`src/rtl/clock_edit_controller.sv`:
```
// Front-panel key sequencer: screen select, edit-field walk, +/- strobes, idle exit, blink.
// Define AUTO_REPEAT_EN to add hold-to-repeat on the plus/minus keys.
module clock_edit_controller #(
    parameter int unsigned CNT_W         = 32,
    parameter int unsigned REPEAT_DELAY  = 25000000,
    parameter int unsigned REPEAT_PERIOD = 5000000,
    parameter int unsigned IDLE_TIMEOUT  = 500000000,
    parameter int unsigned BLINK_PERIOD  = 12500000
) (
    input  logic       clk,
    input  logic       reset,
    input  logic       KeyMode,
    input  logic       KeyEdit,
    input  logic       KeyPlusIn,
    input  logic       KeyMinusIn,
    input  logic       Mode24t12,
    output logic [1:0] screen,
    output logic       EditMode,
    output logic [2:0] EditPos,
    output logic       KeyPlus,
    output logic       KeyMinus,
    output logic       blink
);
    typedef enum logic {ST_VIEW = 1'b0, ST_EDIT = 1'b1} state_t;

    localparam logic [CNT_W-1:0] IDLE_LAST  = CNT_W'(IDLE_TIMEOUT - 1);
    localparam logic [CNT_W-1:0] BLINK_LAST = CNT_W'(BLINK_PERIOD - 1);

    if (BLINK_PERIOD == 0 || IDLE_TIMEOUT == 0 || REPEAT_DELAY == 0 || REPEAT_PERIOD == 0) begin : g_bad_cfg
        $error("clock_edit_controller: timing parameters must be non-zero");
    end

    state_t           r_state, w_state_nxt;
    logic [1:0]       r_screen, w_screen_nxt;
    logic             r_edit_mode;
    logic [2:0]       r_pos, w_pos_nxt;
    logic             r_plus, w_plus_nxt;
    logic             r_minus, w_minus_nxt;
    logic             r_blink, w_blink_nxt;
    logic [CNT_W-1:0] r_blink_cnt, w_blink_cnt_nxt;
    logic [CNT_W-1:0] r_idle_cnt, w_idle_cnt_nxt;
    logic [3:0]       r_key_prev;
    logic             w_exit;
    logic             w_strobe;

`ifdef AUTO_REPEAT_EN
    // Reload places the next repeat exactly REPEAT_PERIOD cycles after the previous one.
    localparam logic [CNT_W-1:0] REP_FIRE   = CNT_W'(REPEAT_DELAY);
    localparam logic [CNT_W-1:0] REP_RELOAD = (REPEAT_PERIOD < REPEAT_DELAY) ?
                                              CNT_W'(REPEAT_DELAY - REPEAT_PERIOD + 1) : CNT_W'(1);
    logic [CNT_W-1:0] r_rep_cnt, w_rep_cnt_nxt;
`endif

    // Press edges, prioritised mode > edit > plus/minus
    logic [3:0] w_keys, w_press;
    logic       w_mode_ev, w_edit_ev, w_plus_ev, w_minus_ev, w_any_ev, w_single_hold;
    assign w_keys        = {KeyMode, KeyEdit, KeyPlusIn, KeyMinusIn};
    assign w_press       = r_key_prev & ~w_keys;
    assign w_mode_ev     = w_press[3];
    assign w_edit_ev     = w_press[2] & ~w_press[3];
    assign w_plus_ev     = w_press[1] & ~(|w_press[3:2]);
    assign w_minus_ev    = w_press[0] & ~(|w_press[3:2]);
    assign w_any_ev      = |w_press;
    assign w_single_hold = KeyPlusIn ^ KeyMinusIn;

    always_comb begin
        w_state_nxt     = r_state;
        w_screen_nxt    = r_screen;
        w_pos_nxt       = r_pos;
        w_plus_nxt      = 1'b1;
        w_minus_nxt     = 1'b1;
        w_blink_nxt     = r_blink;
        w_blink_cnt_nxt = r_blink_cnt;
        w_idle_cnt_nxt  = r_idle_cnt;
        w_exit          = 1'b0;
        w_strobe        = 1'b0;
`ifdef AUTO_REPEAT_EN
        w_rep_cnt_nxt   = '0;
`endif
        case (r_state)
            ST_VIEW: begin
                w_blink_nxt     = 1'b1;
                w_blink_cnt_nxt = '0;
                w_idle_cnt_nxt  = '0;
                w_pos_nxt       = 3'd0;
                if (w_mode_ev) begin
                    w_screen_nxt = r_screen + 2'd1;
                end else if (w_edit_ev && r_screen != 2'd3) begin
                    w_state_nxt = ST_EDIT;
                end
            end
            ST_EDIT: begin
                w_idle_cnt_nxt = (r_idle_cnt == IDLE_LAST) ? r_idle_cnt : r_idle_cnt + CNT_W'(1);
                if (w_any_ev) begin
                    w_idle_cnt_nxt = '0;
                end
                if (r_blink_cnt >= BLINK_LAST) begin
                    w_blink_nxt     = ~r_blink;
                    w_blink_cnt_nxt = '0;
                end else begin
                    w_blink_cnt_nxt = r_blink_cnt + CNT_W'(1);
                end

                if (w_mode_ev) begin
                    w_exit = 1'b1;
                end else if (w_edit_ev) begin
                    if (r_pos == 3'd5) begin
                        if (r_screen == 2'd0 && Mode24t12) w_pos_nxt = 3'd7;
                        else                               w_exit    = 1'b1;
                    end else if (r_pos == 3'd7) begin
                        w_exit = 1'b1;
                    end else begin
                        w_pos_nxt = r_pos + 3'd1;
                    end
                end else begin
                    if (w_plus_ev && KeyMinusIn) begin
                        w_plus_nxt = 1'b0;
                        w_strobe   = 1'b1;
`ifdef AUTO_REPEAT_EN
                        w_rep_cnt_nxt = CNT_W'(1);
`endif
                    end else if (w_minus_ev && KeyPlusIn) begin
                        w_minus_nxt = 1'b0;
                        w_strobe    = 1'b1;
`ifdef AUTO_REPEAT_EN
                        w_rep_cnt_nxt = CNT_W'(1);
                    end else if (w_single_hold && r_rep_cnt == REP_FIRE) begin
                        w_plus_nxt    = KeyPlusIn;
                        w_minus_nxt   = KeyMinusIn;
                        w_strobe      = 1'b1;
                        w_rep_cnt_nxt = REP_RELOAD;
                    end else if (w_single_hold && r_rep_cnt != '0) begin
                        w_rep_cnt_nxt = r_rep_cnt + CNT_W'(1);
`endif
                    end

                    if (w_strobe) begin
                        w_blink_nxt     = 1'b1;
                        w_blink_cnt_nxt = '0;
                        w_idle_cnt_nxt  = '0;
                    end else if (!w_any_ev && r_idle_cnt == IDLE_LAST) begin
                        w_exit = 1'b1;
                    end else if (r_pos == 3'd7 && !Mode24t12) begin
                        w_pos_nxt = 3'd0;
                    end
                end

                if (w_exit) begin
                    w_state_nxt     = ST_VIEW;
                    w_pos_nxt       = 3'd0;
                    w_blink_nxt     = 1'b1;
                    w_blink_cnt_nxt = '0;
                    w_idle_cnt_nxt  = '0;
                end
            end
        endcase
    end

    always_ff @(posedge clk) begin
        if (reset) begin
            r_state     <= ST_VIEW;
            r_screen    <= 2'd0;
            r_edit_mode <= 1'b0;
            r_pos       <= 3'd0;
            r_plus      <= 1'b1;
            r_minus     <= 1'b1;
            r_blink     <= 1'b1;
            r_blink_cnt <= '0;
            r_idle_cnt  <= '0;
            r_key_prev  <= 4'hF;
`ifdef AUTO_REPEAT_EN
            r_rep_cnt   <= '0;
`endif
        end else begin
            r_state     <= w_state_nxt;
            r_screen    <= w_screen_nxt;
            r_edit_mode <= (w_state_nxt == ST_EDIT);
            r_pos       <= w_pos_nxt;
            r_plus      <= w_plus_nxt;
            r_minus     <= w_minus_nxt;
            r_blink     <= w_blink_nxt;
            r_blink_cnt <= w_blink_cnt_nxt;
            r_idle_cnt  <= w_idle_cnt_nxt;
            r_key_prev  <= w_keys;
`ifdef AUTO_REPEAT_EN
            r_rep_cnt   <= w_rep_cnt_nxt;
`endif
        end
    end

    assign screen   = r_screen;
    assign EditMode = r_edit_mode;
    assign EditPos  = r_pos;
    assign KeyPlus  = r_plus;
    assign KeyMinus = r_minus;
    assign blink    = r_blink;
endmodule

```
`config.mk`:
```
export PLATFORM = sky130hd
export DESIGN_NAME = clock_edit_controller
export DESIGN_NICKNAME = d
export VERILOG_FILES = /design/src/rtl/clock_edit_controller.sv
export SDC_FILE = /design/constraint.sdc
export NUM_CORES = 1
export LEC_CHECK = 0
export ABC_AREA = 1
export CAP_MARGIN = 30
export CORE_MARGIN = 5
export CORE_UTILIZATION = 25
export DETAILED_ROUTE_END_ITERATION = 7
export GPL_TIMING_DRIVEN = 1
export HOLD_SLACK_MARGIN = 0.12
export PLACE_DENSITY = 0.46
export SLEW_MARGIN = 30
export SYNTH_ARGS = -nofsm -noshare
export SYNTH_HDL_FRONTEND = slang
export SYNTH_SLANG_ARGS = --single-unit
```
`constraint.sdc`:
```
create_clock -name clk -period 4.8 [get_ports clk]
set_input_delay 0.96 -clock clk [delete_from_list [all_inputs] [get_ports clk]]
set_output_delay 0.96 -clock clk [all_outputs]
set_load 0.005 [all_outputs]
```
* After elaboration in Yosys (flattened, before gate mapping)
Index checks and enable logic that the tools add are counted.
Cells by class: $add $sub $neg 4, multiply operators 0, div/mod/pow operators 0, magnitude comparators 1, equality and inequality tests 10, shift operators 0, multiplexer cells 48, bitwise gates (word level) 9, reduce and logical (&&, ||, !) cells 15
Operators with widths (number):
- two-way mux 32 bit | 11
- one-hot mux 32 bit (2 select lines) | 2
- adder 32 x 1 -> 32 bit (second input constant) | 2
- equality test 32 x 29 -> 1 bit (second input constant) | 1
- >= comparator 32 x 24 -> 1 bit (second input constant) | 1
- two-way mux 3 bit | 9
- two-way mux 1 bit | 23
- OR reduction 4 bit | 2
- equality test 3 bit (second input constant) | 2
- logical AND 1 bit | 6
- one-hot mux 3 bit (2 select lines) | 1
- AND reduction 6 bit | 1
- inequality test 5 x 3 -> 1 bit (second input constant) | 1
- inequality test 5 x 4 -> 1 bit (second input constant) | 1
- OR reduction 5 bit | 1
- AND 4 bit | 1
- inequality test 4 x 1 -> 1 bit (second input constant) | 1
- inequality test 4 x 3 -> 1 bit (second input constant) | 1
- inequality test 4 bit (second input constant) | 1
- NOT 1 bit | 4
- NOT 4 bit | 1
- one-hot mux 1 bit (2 select lines) | 2
- adder 3 x 1 -> 3 bit (second input constant) | 1
- AND 1 bit | 3
- 7 further kinds | 8
Word-level totals: register bits 77, latch bits 0, bits in writable memories 0, bits in read-only memories 0, bits of input ports 7, output and inout port bits 9, word-level logic and storage cells 96, memories kept 0

* Longest topological paths before layout
Gate-level depths: netlist of the first run.
word-level depth 17, depth in mapped cells 12, gate-level depth less buffers 12

* Worst setup path before layout of the first run
OpenSTA, ideal clock, no wires.
path type input-to-reg, from input KeyMode, to register r_idle_cnt[2], setup time 127 ps, data arrival time 1968 ps, data required time 4673 ps, setup slack 2705 ps, stages on the path 10, buffers on the path 1, cells stage by stage inv_1 -> nand2_1 -> nand2_1 -> nor2_2 -> nand3_4 -> nand4_4 -> inv_2 -> nand2_2 -> buf_6 -> a21oi_1
Between the ends: word-level cells in the longest chain between the ends 17, elaborated cells on any way between the ends 29, those cells by class 16 x mux; 7 x bitwise; 6 x reduce/logical
Ends and longest elaborated chain:
- from (decl) | line 12 | input logic KeyMode,
- NOT 4 bit (*) | line 58 | assign w_press = r_key_prev & ~w_keys;
- AND 4 bit (*) | line 58
- OR reduction 2 bit | line 61, 62
- NOT 1 bit | line 61, 62
- AND 1 bit | line 62 | assign w_minus_ev = w_press[0] & ~(|w_press[3:2]);
- logical AND 1 bit | line 122 | end else if (w_minus_ev && KeyPlusIn) begin
- two-way mux 1 bit | line 122
- two-way mux 1 bit | line 116 | if (w_plus_ev && KeyMinusIn) begin
- two-way mux 1 bit | line 106 | end else if (w_edit_ev) begin
- two-way mux 1 bit | line 104 | if (w_mode_ev) begin
- two-way mux 1 bit | line 80 | case (r_state)
- two-way mux 1 bit | line 137 | if (w_strobe) begin
- two-way mux 1 bit | line 106
- two-way mux 1 bit | line 104
- two-way mux 1 bit | line 80
- two-way mux 32 bit (*) | line 148 | if (w_exit) begin
- one-hot mux 32 bit (2 select lines) (*) | line 80
- to (signal assigned) | line 183 | r_idle_cnt <= w_idle_cnt_nxt;
- to (decl) | line 41 | logic [CNT_W-1:0] r_idle_cnt, w_idle_cnt_nxt;
Every way passes the cells marked *; elsewhere a longest branch is shown, timed or not. The select of a mux whose other input is x is not followed. A chain may end at the register's enable or synchronous reset.

* Worst setup path in the final report of the first run
from input KeyMode, to register r_idle_cnt[23]
Same word-level chain as after synthesis.

==> out/metrics.cfg, run 1 <==
[timing]
worstMarginPinSlew_ns=0.592
fmax_mhz=347
holdWs_ns=0.457
timing.final.max_slew_violations=0
setup_viol=0
min_period_ns=2.88
fin_crit_sh_pct=60.1
finalHoldViolations=0
skew_ns=0.00969
rsz0062_at_grt=false
tns_ns=0
slew_headroom_pct=60.4

[layout]
fill_cells=1714
fin_area_sq_mm=0.00464
area_delta_synth_final_pct=17.3
layout-drive-gt1-share_pct=5.81
antenna_cells=0
layout.nets=611
fin_util_pct=29.6
multi_input_area_sq_mm=0.00212
seqCellArea_sq_mm=0.00154

[setup_path]
path_max_fanout=30
crit_required_ns=5.00
reg2reg_slack_ns=2.39
worstSetupPathType=in2reg
critical_path_arrival_ns=3.08
end_kind=flip-flop
critical_path.startpoint_type=input port

[power_and_ir_drop]
power_uw=1370
p_sw_uw=334
vdd_drop_max_v=0.000154
swShare_pct=24.4
comb_power_share_pct=3.6
power.density_mw_per_mm2=294
p_int_uw=1030
p_seq_share_pct=47.9
clkPwrFrac_pct=48.5
p_leak_uw=0.00151

[detailed_routing]
vias=3543
wl_per_cell_um=11.4
antenna_left=0
viasPerCell=4.33
drc_errors=0
dr.first_iter.drc_count=126
dr.pass1.iters=5
routed_wl_mm=9.34

[global_route]
grt_pass1_wl_mm=15.9
grt_overflow=0
grt_max_degree=31
grt_pass1_vias=3454
grt_usage_pct=10.7
antenna_found_initial=0

[place]
routabilityCongestion=0.824
post-dp-hpwl_mm=7.37
port_buffers=15
post_dp_cell_area_sq_mm=0.00435

[logic_synthesis]
yosysTopAreaCell=dfxtp_1
synth.most_common_cell=nand2_1
synth_edf_count=0
yosysSeqAreaShare_pct=38.9
yosys.cell_types.count=33
yosys.area.top_type_share_pct=38.9
syn_area_per_cell_sq_um=6.93
synth_cells=571
synth_area_sq_mm=0.00396
synth_common_cells=nand2_1, nor2_1, dfxtp_1
ys_top_cells_by_area=dfxtp_1, nand2_1, nor2_1
ys_ff_latch=77
ys_warn_count=0
synthArstFlopShare_pct=0
ys.flop_type=dfxtp_1

[clock_network]
cts_tree=yes
cts_resized=0
htreeDepth=3
cts_buffers=9
clkSlewWorstSetupHoldPaths_ns=0.06
cts_hold_buf=0
clk_latency_ns=0.34
post_cts_buffers=0
clk_path_buf_depth=2
cts_sinks=77
root_buffer=clkbuf_16

[min_path]
hold_path_class=reg2reg

[run]
drv_cap=0

[floorplan]
pin_count=16
num_rows=46
start_util_pct=25.2
die_area_sq_mm=0.0185
die_h_um=136
core-area_sq_mm=0.0157
die_w_um=136

[outcome]
status=complete, no violations

[power groups by stage]
stage                     sequential [uW]  clock [uW]  combinational (uW)
final                                 653         663                49.4
after global routing                  655         716                57.6
after CTS                             653         694                50.7
after detailed placement              668           0                50.4
after global placement                668           0                49.9
after floorplan                       667           0                29.9
[critical path, cell delays in order]
cell	delay [ns]
clkdlybuf4s50_1	0.46
inv_1	0.05
nand2_1	0.09
nand2_1	0.15
nor2_2	0.28
nand3_4	0.16
nand4_4	0.28
inv_2	0.08
nand2_2	0.45
nor2_1	0.11
[logic make-up after synthesis]
logic type,share of synthesized area (%)
AND/OR/NAND/NOR,37.9
buffers and inverters,8.15
XOR/XNOR,7.30
AO/OA/AOI/OAI,5.12
multiplexers,0.253
flip-flops,38.9
other,0.0947
adder cells (fa/ha/maj),2.21
[state kept, by name, indices dropped and copies added, names as in the netlist]
| name | cells |
|---|---|
| blink | 1 |
| KeyMinus | 1 |
| r_idle_cnt | 32 |
| EditMode | 1 |
| EditPos | 3 |
| screen | 2 |
| KeyPlus | 1 |
| r_key_prev | 4 |
| r_blink_cnt | 32 |
[path summary, 6_finish.rpt]
| path | startpoint | to | depth (start not counted) |
|---|---|---|---|
| worst min register to register | r_blink_cnt[0] | r_blink_cnt[0] | 1 |
| worst max register to register | EditPos[0] | r_idle_cnt[27] | 11 |
| worst max-delay path | KeyMode | r_idle_cnt[23] | 10 |
| worst min-delay path | r_blink_cnt[0] | r_blink_cnt[0] | 1 |
[cell usage in the layout (no fill, tap or decap), types with 4 or more instances in the layout]
cell             synthesis  final
ha_1                     7      7
a21oi_1                 21     21
nor2_2                   4      4
nand2_1                137    137
or2_2                    5      5
clkdlybuf4s50_1          0     15
conb_1                   1      8
nor3_1                  48     48
nand4_1                 16     16
inv_1                   68     68
xor2_1                  23     23
nor4_1                   4      4
nor2_1                  81     81
nand3_1                 32     32
nand2_2                  4      4
dfxtp_1                 77     77
o21ai_0                  9      9
xnor2_1                 10     10
clkbuf_16                0      9
[layer usage]
metal	routed length (um)	vias up	track usage (%)
li1	-	1878	-
met1	4450	1617	13.3
met2	4470	33	17.9
met3	227	15	2.55
met4	201	0	4.37
met5	0	-	0
[through the flow]
step | cells | setup WS [ns]
after global placement | 802 | 1.59
final | 818 | 1.92
after detailed placement | 802 | 1.50
after floorplan | 578 | 2.70
after global routing | 818 | 1.64
after CTS | 818 | 1.86
[final cells by class]
class / instances / area share, %
inverter: 71 / 5.74
sequential: 77 / 33.2
timing repair buffer: 15 / 3.23
tap: 216 / 5.82
multi-input combinational: 423 / 45.7
clock buffer: 9 / 4.85
clock inverter: 7 / 1.48
Power figures use the tool's default switching activity.
==> run 2: changes to the inputs <==
clock period = 2.9 ns   (was 4.8 ns; I/O delays follow)
==> run 2 against run 1 <==
Net effect: die area unchanged; sequential share of layout area decreased by 0.18 points; highest routed layer unchanged; critical path type unchanged; global-route usage up 0.28 points; core utilization up 0.16 points; combinational power is 71% higher; flip-flop and latch count unchanged; critical path depth is 1 higher; non-clock buffer count up 2; clock-buffer cell count unchanged; setup slack lost 1.2 ns.
==> out/metrics.cfg, run 2 (same netlist as run 1, synthesis figures left out) <==
[place]
port_buffers=15  ; unchanged
post-dp-hpwl_mm=7.27  ; -1.3%
routabilityCongestion=0.850  ; +3.2%
post_dp_cell_area_sq_mm=0.00436  ; +0.35%
place_ws_ns=0.367  ; -1.13 ns
dp_cells=804  ; +0.25%

[clock_network]
cts_resized=0  ; unchanged
clk_latency_ns=0.34  ; about the same
htreeDepth=3  ; unchanged
cts_sinks=77  ; unchanged
clk_path_buf_depth=2  ; unchanged
root_buffer=clkbuf_16
post_cts_buffers=0  ; unchanged
cts_buffers=9  ; unchanged
cts_hold_buf=0  ; unchanged
clkSlewWorstSetupHoldPaths_ns=0.07  ; about the same
cts_tree=yes

[floorplan]
die_area_sq_mm=0.0185  ; unchanged
die_w_um=136  ; unchanged
pin_count=16  ; unchanged
num_rows=46  ; unchanged
core-area_sq_mm=0.0157  ; unchanged
die_h_um=136  ; unchanged
start_util_pct=25.2  ; unchanged

[layout]
fill_cells=1725  ; +0.64%
final_cells=820  ; +0.24%
layout-drive-gt1-share_pct=6.13  ; +0.31 points
fin_area_sq_mm=0.00467  ; +0.54%
reg_top3=r_blink_cnt x32, r_idle_cnt x32, r_key_prev x4
fin_util_pct=29.7  ; +0.16 points
layout.nets=613  ; +0.33%
layout_common_cells=nand2_1, nor2_1, dfxtp_1, inv_1, nor3_1
final_common_cell=nand2_1
antenna_cells=0  ; unchanged
area_delta_synth_final_pct=17.9

[power_and_ir_drop]
p_int_uw=1790  ; +73%
comb_power_share_pct=3.6  ; about the same
vdd_drop_max_v=0.000250  ; +63%
p_sw_uw=541  ; +62%
power.density_mw_per_mm2=498  ; +69%
clkPwrFrac_pct=49.9  ; +1.4 points
p_leak_uw=0.00153  ; +1.0%
p_seq_share_pct=46.5  ; -1.4 points
swShare_pct=23.2  ; -1.2 points

[detailed_routing]
dr.first_iter.drc_count=163  ; +29%
dr.pass1.iters=5  ; unchanged
antenna_left=0  ; unchanged
drc_errors=0  ; unchanged
vias=3588  ; +1.3%
viasPerCell=4.38  ; +1.0%
routed_wl_mm=9.45  ; +1.1%
wl_per_cell_um=11.5  ; +0.89%

[global_route]
grt_pass1_vias=3405  ; -1.4%
grt_usage_pct=11.0  ; +0.28 points
grt_max_degree=31  ; unchanged
antenna_found_initial=0  ; unchanged
grt_pass1_wl_mm=16.1  ; +1.6%
grt_overflow=0  ; unchanged

[timing]
finalHoldViolations=0  ; unchanged
tns_ns=0  ; unchanged
rsz0062_at_grt=false
min_period_ns=2.14
setup_viol=0  ; unchanged
skew_ns=0.00945  ; -0.000246 ns
timing.final.ws_setup_ns=0.765  ; -1.15 ns
fin_crit_sh_pct=73.6
fmax_mhz=468
timing.final.max_slew_violations=0  ; unchanged

[setup_path]
path_max_fanout=30  ; unchanged
crit_required_ns=3.12  ; -1.88 ns
worstSetupPathType=in2reg
critical_path_arrival_ns=2.35  ; -0.73 ns
critical_path.startpoint_type=input port
end_kind=flip-flop

[run]
drv_cap=0  ; unchanged

[outcome]
status=complete, no violations

[min_path]
hold_path_class=reg2reg

==> run 2: final timing paths <==
check,startpoint,endpoint,slack (ns),cells past startpoint
worst min register to register,r_blink_cnt[0],r_blink_cnt[0],0.46,1
worst min-delay path,r_blink_cnt[0],r_blink_cnt[0],0.46,1
worst max register to register,r_idle_cnt[0],r_idle_cnt[23],0.85,11
worst max-delay path,KeyMode,r_idle_cnt[23],0.76,11
==> run 2: cell type report <==
cell class	instances	area, sq um	share of cell area [%]
Multi-Input combinational cell	423	2120	45.4
Timing Repair Buffer	17	165	3.54
Tap cell	216	270	5.79
Inverter	71	267	5.71
Clock buffer	9	225	4.82
Clock inverter	7	78.8	1.69
Sequential cell	77	1540	33.0
==> run 2: metrics by stage <==
step                hold WS [ns]  total power [uW]
finish                     0.463              2330
global route               0.484              2440
CTS                        0.468              2370
detailed placement         0.459              1190
global placement           0.447              1190
floorplan                  0.430              1150
==> run 2: critical path, cell delays in order <==
cell and delay [ns]:
clkdlybuf4s50_1 0.46, inv_1 0.05, nand2_1 0.08, nand2_1 0.15, nor2_2 0.27, nand3_4 0.16
nand4_4 0.11, inv_2 0.05, nand2_2 0.04, buf_4 0.31, nor2_1 0.08
==> run 2: power groups by stage <==
stage	Clock, uW	Combinational (uW)	Sequential, uW
finish	1160	84.4	1080
global route	1260	97.3	1080
CTS	1200	85.8	1080
detailed placement	0	85.4	1110
global placement	0	83.3	1110
floorplan	0	49.5	1100
==> run 2: per-layer routing <==
metal / up-vias / global-route usage (%) / routed length [um]
li1: 1881 / - / -
met1: 1649 / 13.8 / 4620
met2: 45 / 17.7 / 4330
met3: 13 / 2.96 / 276
met4: 0 / 4.93 / 223
met5: - / 0 / 0
==> run 3: changes to the inputs <==
clock period = 2.2 ns   (was 2.9 ns; I/O delays follow)
==> run 3 against run 2 <==
Net effect: non-clock buffer count rose by 3; critical path type is now reg2reg; core utilization rose by 0.39 points; global-route usage fell by 0.27 points; critical endpoint is now r_blink_cnt[1]; via count fell by 1.9%; routed wire length fell by 1.6%; register-to-register slack got worse by 0.51 ns; cell count rose by 0.37%; clock power rose by 40%; sequential power rose by 32%.
==> out/metrics.cfg, run 3 (same netlist as run 1, synthesis figures left out) <==
[timing]
fmax_mhz=538
min_period_ns=1.86
fin_crit_sh_pct=84.5
finalHoldViolations=0  ; unchanged
slew_headroom_pct=64.9
timing.final.ws_setup_ns=0.341  ; -0.424 ns
tns_ns=0  ; unchanged
rsz0062_at_grt=false
setup_viol=0  ; unchanged
timing.final.max_slew_violations=0  ; unchanged
worstMarginPinSlew_ns=0.522
skew_ns=0.00844  ; -0.00100 ns

[power_and_ir_drop]
p_sw_uw=665  ; +23%
comb_power_share_pct=3.6  ; about the same
clkPwrFrac_pct=51.2  ; +1.3 points
p_int_uw=2490  ; +40%
swShare_pct=21.1  ; -2.2 points
power_uw=3160  ; +36%
vdd_drop_max_v=0.000403  ; +61%
power.density_mw_per_mm2=668  ; +34%
p_seq_share_pct=45.2  ; -1.3 points
p_leak_uw=0.00157  ; +2.6%

[setup_path]
path_max_fanout=24  ; -20%
crit_required_ns=2.46  ; -0.66 ns
critical_path_arrival_ns=2.12  ; -0.23 ns
worstSetupPathType=reg2reg
end_kind=flip-flop
reg2reg_slack_ns=0.34  ; -0.51 ns
critical_path.startpoint_type=flip-flop

[place]
place_ws_ns=0.0212  ; -0.346 ns
dp_cells=807  ; +0.37%
post-dp-hpwl_mm=7.19  ; -1.1%
port_buffers=15  ; unchanged
post_dp_cell_area_sq_mm=0.00440  ; +0.80%
routabilityCongestion=0.840  ; -1.2%

[detailed_routing]
topRoutingLayerUsed=met4
route.met3.wl_um=225  ; -18%
dr.pass1.iters=4  ; -1
wl_met1_mm=4.54  ; -1.7%
dr.first_iter.drc_count=224  ; +37%
vias=3520  ; -1.9%
wl_per_cell_um=11.3  ; -1.9%
viasPerCell=4.28  ; -2.3%
wl_met2_mm=4.37  ; +1.1%
drc_errors=0  ; unchanged
routed_wl_mm=9.30  ; -1.6%
antenna_left=0  ; unchanged

[global_route]
grt_pass1_wl_mm=15.8  ; -1.7%
grt_pass1_vias=3433  ; +0.82%
grt_usage_pct=10.7  ; -0.27 points
antenna_found_initial=0  ; unchanged
grt_max_degree=31  ; unchanged
grt_overflow=0  ; unchanged

[layout]
layout.nets=616  ; +0.49%
antenna_cells=0  ; unchanged
fin_area_sq_mm=0.00473  ; +1.3%
reg_top3=r_blink_cnt x32, r_idle_cnt x32, r_key_prev x4
layout_common_cells=nand2_1, nor2_1, dfxtp_1, inv_1, nor3_1
fill_cells=1709  ; -0.93%
final_common_cell=nand2_1
layout-drive-gt1-share_pct=6.43  ; +0.30 points
area_delta_synth_final_pct=19.5
final_cells=823  ; +0.37%

[clock_network]
clkSlewWorstSetupHoldPaths_ns=0.06  ; about the same
clk_latency_ns=0.34  ; about the same
cts_tree=yes
post_cts_buffers=0  ; unchanged
htreeDepth=3  ; unchanged
cts_sinks=77  ; unchanged
cts_buffers=9  ; unchanged
root_buffer=clkbuf_16
clk_path_buf_depth=2  ; unchanged

[floorplan]
die_h_um=136  ; unchanged
die_area_sq_mm=0.0185  ; unchanged
num_rows=46  ; unchanged
pin_count=16  ; unchanged
core-area_sq_mm=0.0157  ; unchanged
die_w_um=136  ; unchanged
start_util_pct=25.2  ; unchanged

[outcome]
status=complete, no violations

[min_path]
hold_path_class=reg2reg

[run]
drv_cap=0  ; unchanged

-- run 3: cell count changes in the layout (fill, tap and decap cells not counted) --
| cell | delta |
|---|---|
| buf_4 | +2 |
| clkinvlp_4 | -2 |
| buf_12 | +1 |
| bufinv_16 | +1 |
| clkbuf_1 | +1 |
| clkbuf_8 | +1 |
| clkinv_4 | +1 |
| inv_6 | -1 |
| inv_8 | -1 |
| nand2_2 | -1 |
| nand2_4 | +1 |
-- run 3: repair_timing --
| item | CTS | global route |
|---|---|---|
| resized for setup | 0 | 1 |
| hold buffers | 0 | 0 |
| setup endpoints to repair | 0 | 1 |
-- run 3: area by class of cell --
cell class / instances / area, sq um / share of cell area [%]
sequential: 77 / 1540 / 32.6
tap: 216 / 270 / 5.71
clock inverter: 5 / 82.6 / 1.75
multi-input combinational: 423 / 2130 / 44.9
clock buffer: 11 / 243 / 5.13
timing repair buffer: 20 / 200 / 4.23
inverter: 71 / 267 / 5.63
-- run 3: worst max-delay path, cell delays in order (launching register included) --
cell and delay [ns]:
dfxtp_1 0.36, ha_1 0.22, ha_1 0.17, inv_1 0.06
nand2_1 0.05, o21ai_1 0.10, nand2_1 0.08, nand2_2 0.15
nand4_4 0.13, buf_4 0.24, nor3b_1 0.21
-- run 3: metal layers --
metal | vias to the layer above | GRT usage, %
met1 | 1581 | 13.4
met4 | 0 | 4.82
li1 | 1884 | -
met2 | 45 | 17.8
met5 | - | 0
met3 | 10 | 2.37
-- run 3: final timing paths --
| check | endpoint | cells past startpoint | from |
|---|---|---|---|
| setup / recovery | r_blink_cnt[1] | 10 | EditPos[0] |
| hold reg to reg | r_blink_cnt[0] | 1 | r_blink_cnt[0] |
| setup reg to reg | r_blink_cnt[1] | 10 | EditPos[0] |
| hold / removal | r_blink_cnt[0] | 1 | r_blink_cnt[0] |
-- run 3: power by group through the flow --
stage / Sequential, uW / Combinational (uW) / Clock, uW
final: 1430 / 114 / 1620
after global routing: 1430 / 131 / 1730
after CTS: 1430 / 116 / 1670
after detailed placement: 1460 / 115 / 0
after global placement: 1460 / 113 / 0
after floorplan: 1460 / 65.3 / 0
-- run 3: per-stage QoR --
step	hold slack [ns]	utilization, %
finish	0.471	30.1
global route	0.492	30.1
CTS	0.467	30.1
detailed placement	0.458	28.0
global placement	0.448	28.0
floorplan	0.430	-
==> edit, RTL diff (flow settings as in run 2) <==
`CNT_W`: 32 -> 16.
--- a/src/rtl/clock_edit_controller.sv
+++ b/src/rtl/clock_edit_controller.sv
@@ -1,7 +1,7 @@
 // Front-panel key sequencer: screen select, edit-field walk, +/- strobes, idle exit, blink.
 // Define AUTO_REPEAT_EN to add hold-to-repeat on the plus/minus keys.
 module clock_edit_controller #(
-    parameter int unsigned CNT_W         = 32,
+    parameter int unsigned CNT_W         = 16,
     parameter int unsigned REPEAT_DELAY  = 25000000,
     parameter int unsigned REPEAT_PERIOD = 5000000,
     parameter int unsigned IDLE_TIMEOUT  = 500000000,
Check against the original RTL: no difference found for any inputs over 10 cycles, from zero or initial values and one cycle with reset high; that may be too few to reach the edited logic, so the function may still have changed.
==> edit against run 2 <==
Utilization down 0.40 points. Critical path depth down 1. Sequential cell count down 32. Synthesized area down 41%. Total power down 52%. Final area down 42%. Setup slack better by 0.20 ns. Routed wire length down 50%. Largest power group is now registers.
==> edit: results (changes against run 2) <==
Power and ir drop
  • Peak supply drop: 0.181 mV (-28%)
  • Switching pwr: 263 uW (-51%)

Final layout
  • Clk_buf instances: 6 (-3)
  • Largest regs: r_blink_cnt x16, r_idle_cnt x16, r_key_prev x4
  • Non-Clock Buffer Count: 15 (-2)
  • Fill cells: 1019 (-41%)
  • Multi-input gate share of the layout cell area: 46.2% (+0.81 points)
  • # nets final: 367 (-40%)
  • Count of multi-input gates: 241 (-43%)
  • Non-clk invs: 45 (-37%)
  • Seq area share: 33.4% (+0.41 points)
  • Clk cell area share: 3.34% (-3.2 points)

Worst setup path
  • R2R setup slack: 0.99 ns (+0.14 ns)
  • FF-to-FF End: r_idle_cnt[7]$_SDFF_PP0_
  • R2R depth: 6 (-5)

Global route
  • Number of global-route vias before repair: 1907 (-44%)
  • First-pass GRT wire length: 8480 um (-47%)
  • Largest net degree at the start of global routing: 16 (-48%)

STA
  • Setup Skew: 0.00576 ns (-0.00369 ns)

Detailed routing
  • Wire per inst: 10.2 um (-11%)
  • Pre-Repair DR Iteration Count: 4 (-1)
  • Vias/cell: 4.18 (-4.4%)

Yosys
  • Synth cell count leaders: nor2_1, nand2_1, dfxtp_1
  • Top cells by area, synth: dfxtp_1, nor2_1, nand2_1
  • Yosys cell types: 27 (-18%)

Placement
  • Placer Congestion: 0.770 (-9.4%)
  • DP HPWL: 3680 um (-49%)

Hold path
  • Hold Crit Start: blink$_SDFF_PP1_
  • WHS Path Cells: 2 (+1)

Clock network
  • # H-tree levels: 2 (-1)
  • CTS buffer count: 5 (-4)
  • CTS Root Cell: clkbuf_8

Outcome
  • Outcome: complete, no violations
edit: cell count changes after synthesis, sizes merged, moves of 8 or more:
cell and change:
nand2 -69, dfxtp -32, a21oi -10, xor2 -10
inv -26, nand4 -11, nor3 -40, nor2 -9
o21ai -8
edit: cell families (layout without fill, tap and decap cells):
group	after synthesis	in the layout	share of synthesized area, %
AO/OA/AOI/OAI	16	16	3.80
XOR/XNOR	19	19	7.12
adder cells (fa/ha/maj)	7	7	3.75
buffers and inverters	47	67	8.19
flip-flops	45	45	38.5
AND/OR/NAND/NOR	199	199	38.6
edit: worst max path at each step:
stage,end,cells after the start,startpoint,slack [ns]
CTS,r_idle_cnt[11]$_SDFF_PP0_,10,KeyMode,0.94
finish,r_idle_cnt[11]$_SDFF_PP0_,10,KeyMode,0.97
global placement,r_idle_cnt[7]$_SDFF_PP0_,10,KeyEdit,0.66
detailed placement,r_idle_cnt[11]$_SDFF_PP0_,10,KeyMode,0.63
floorplan,r_blink_cnt[0]$_SDFF_PP0_,10,KeyEdit,1.24
global route,r_idle_cnt[1]$_SDFF_PP0_,6,r_idle_cnt[0]$_SDFF_PP0_,0.82
edit: critical path, delay by kind of cell:
family / cells / cell delay, ns
buffers and inverters: 2 / 0.51
AND/OR/NAND/NOR: 8 / 1.02
edit: metrics by stage:
step,utilization [%],instance area [um^2],power [uW],std cells,hold slack (ns)
after global routing,29.3,2700,1170,464,0.526
after floorplan,-,2340,698,333,0.453
after global placement,28.3,2610,733,457,0.480
final,29.3,2700,1120,464,0.502
after detailed placement,28.3,2610,733,457,0.485
after CTS,29.3,2700,1140,464,0.506
edit: metal layers:
metal  routed length, um  GRT usage [%]
met5                   0              0
met3                 104           2.23
met1                2510           12.4
met4                  33           2.74
met2                2100           14.1
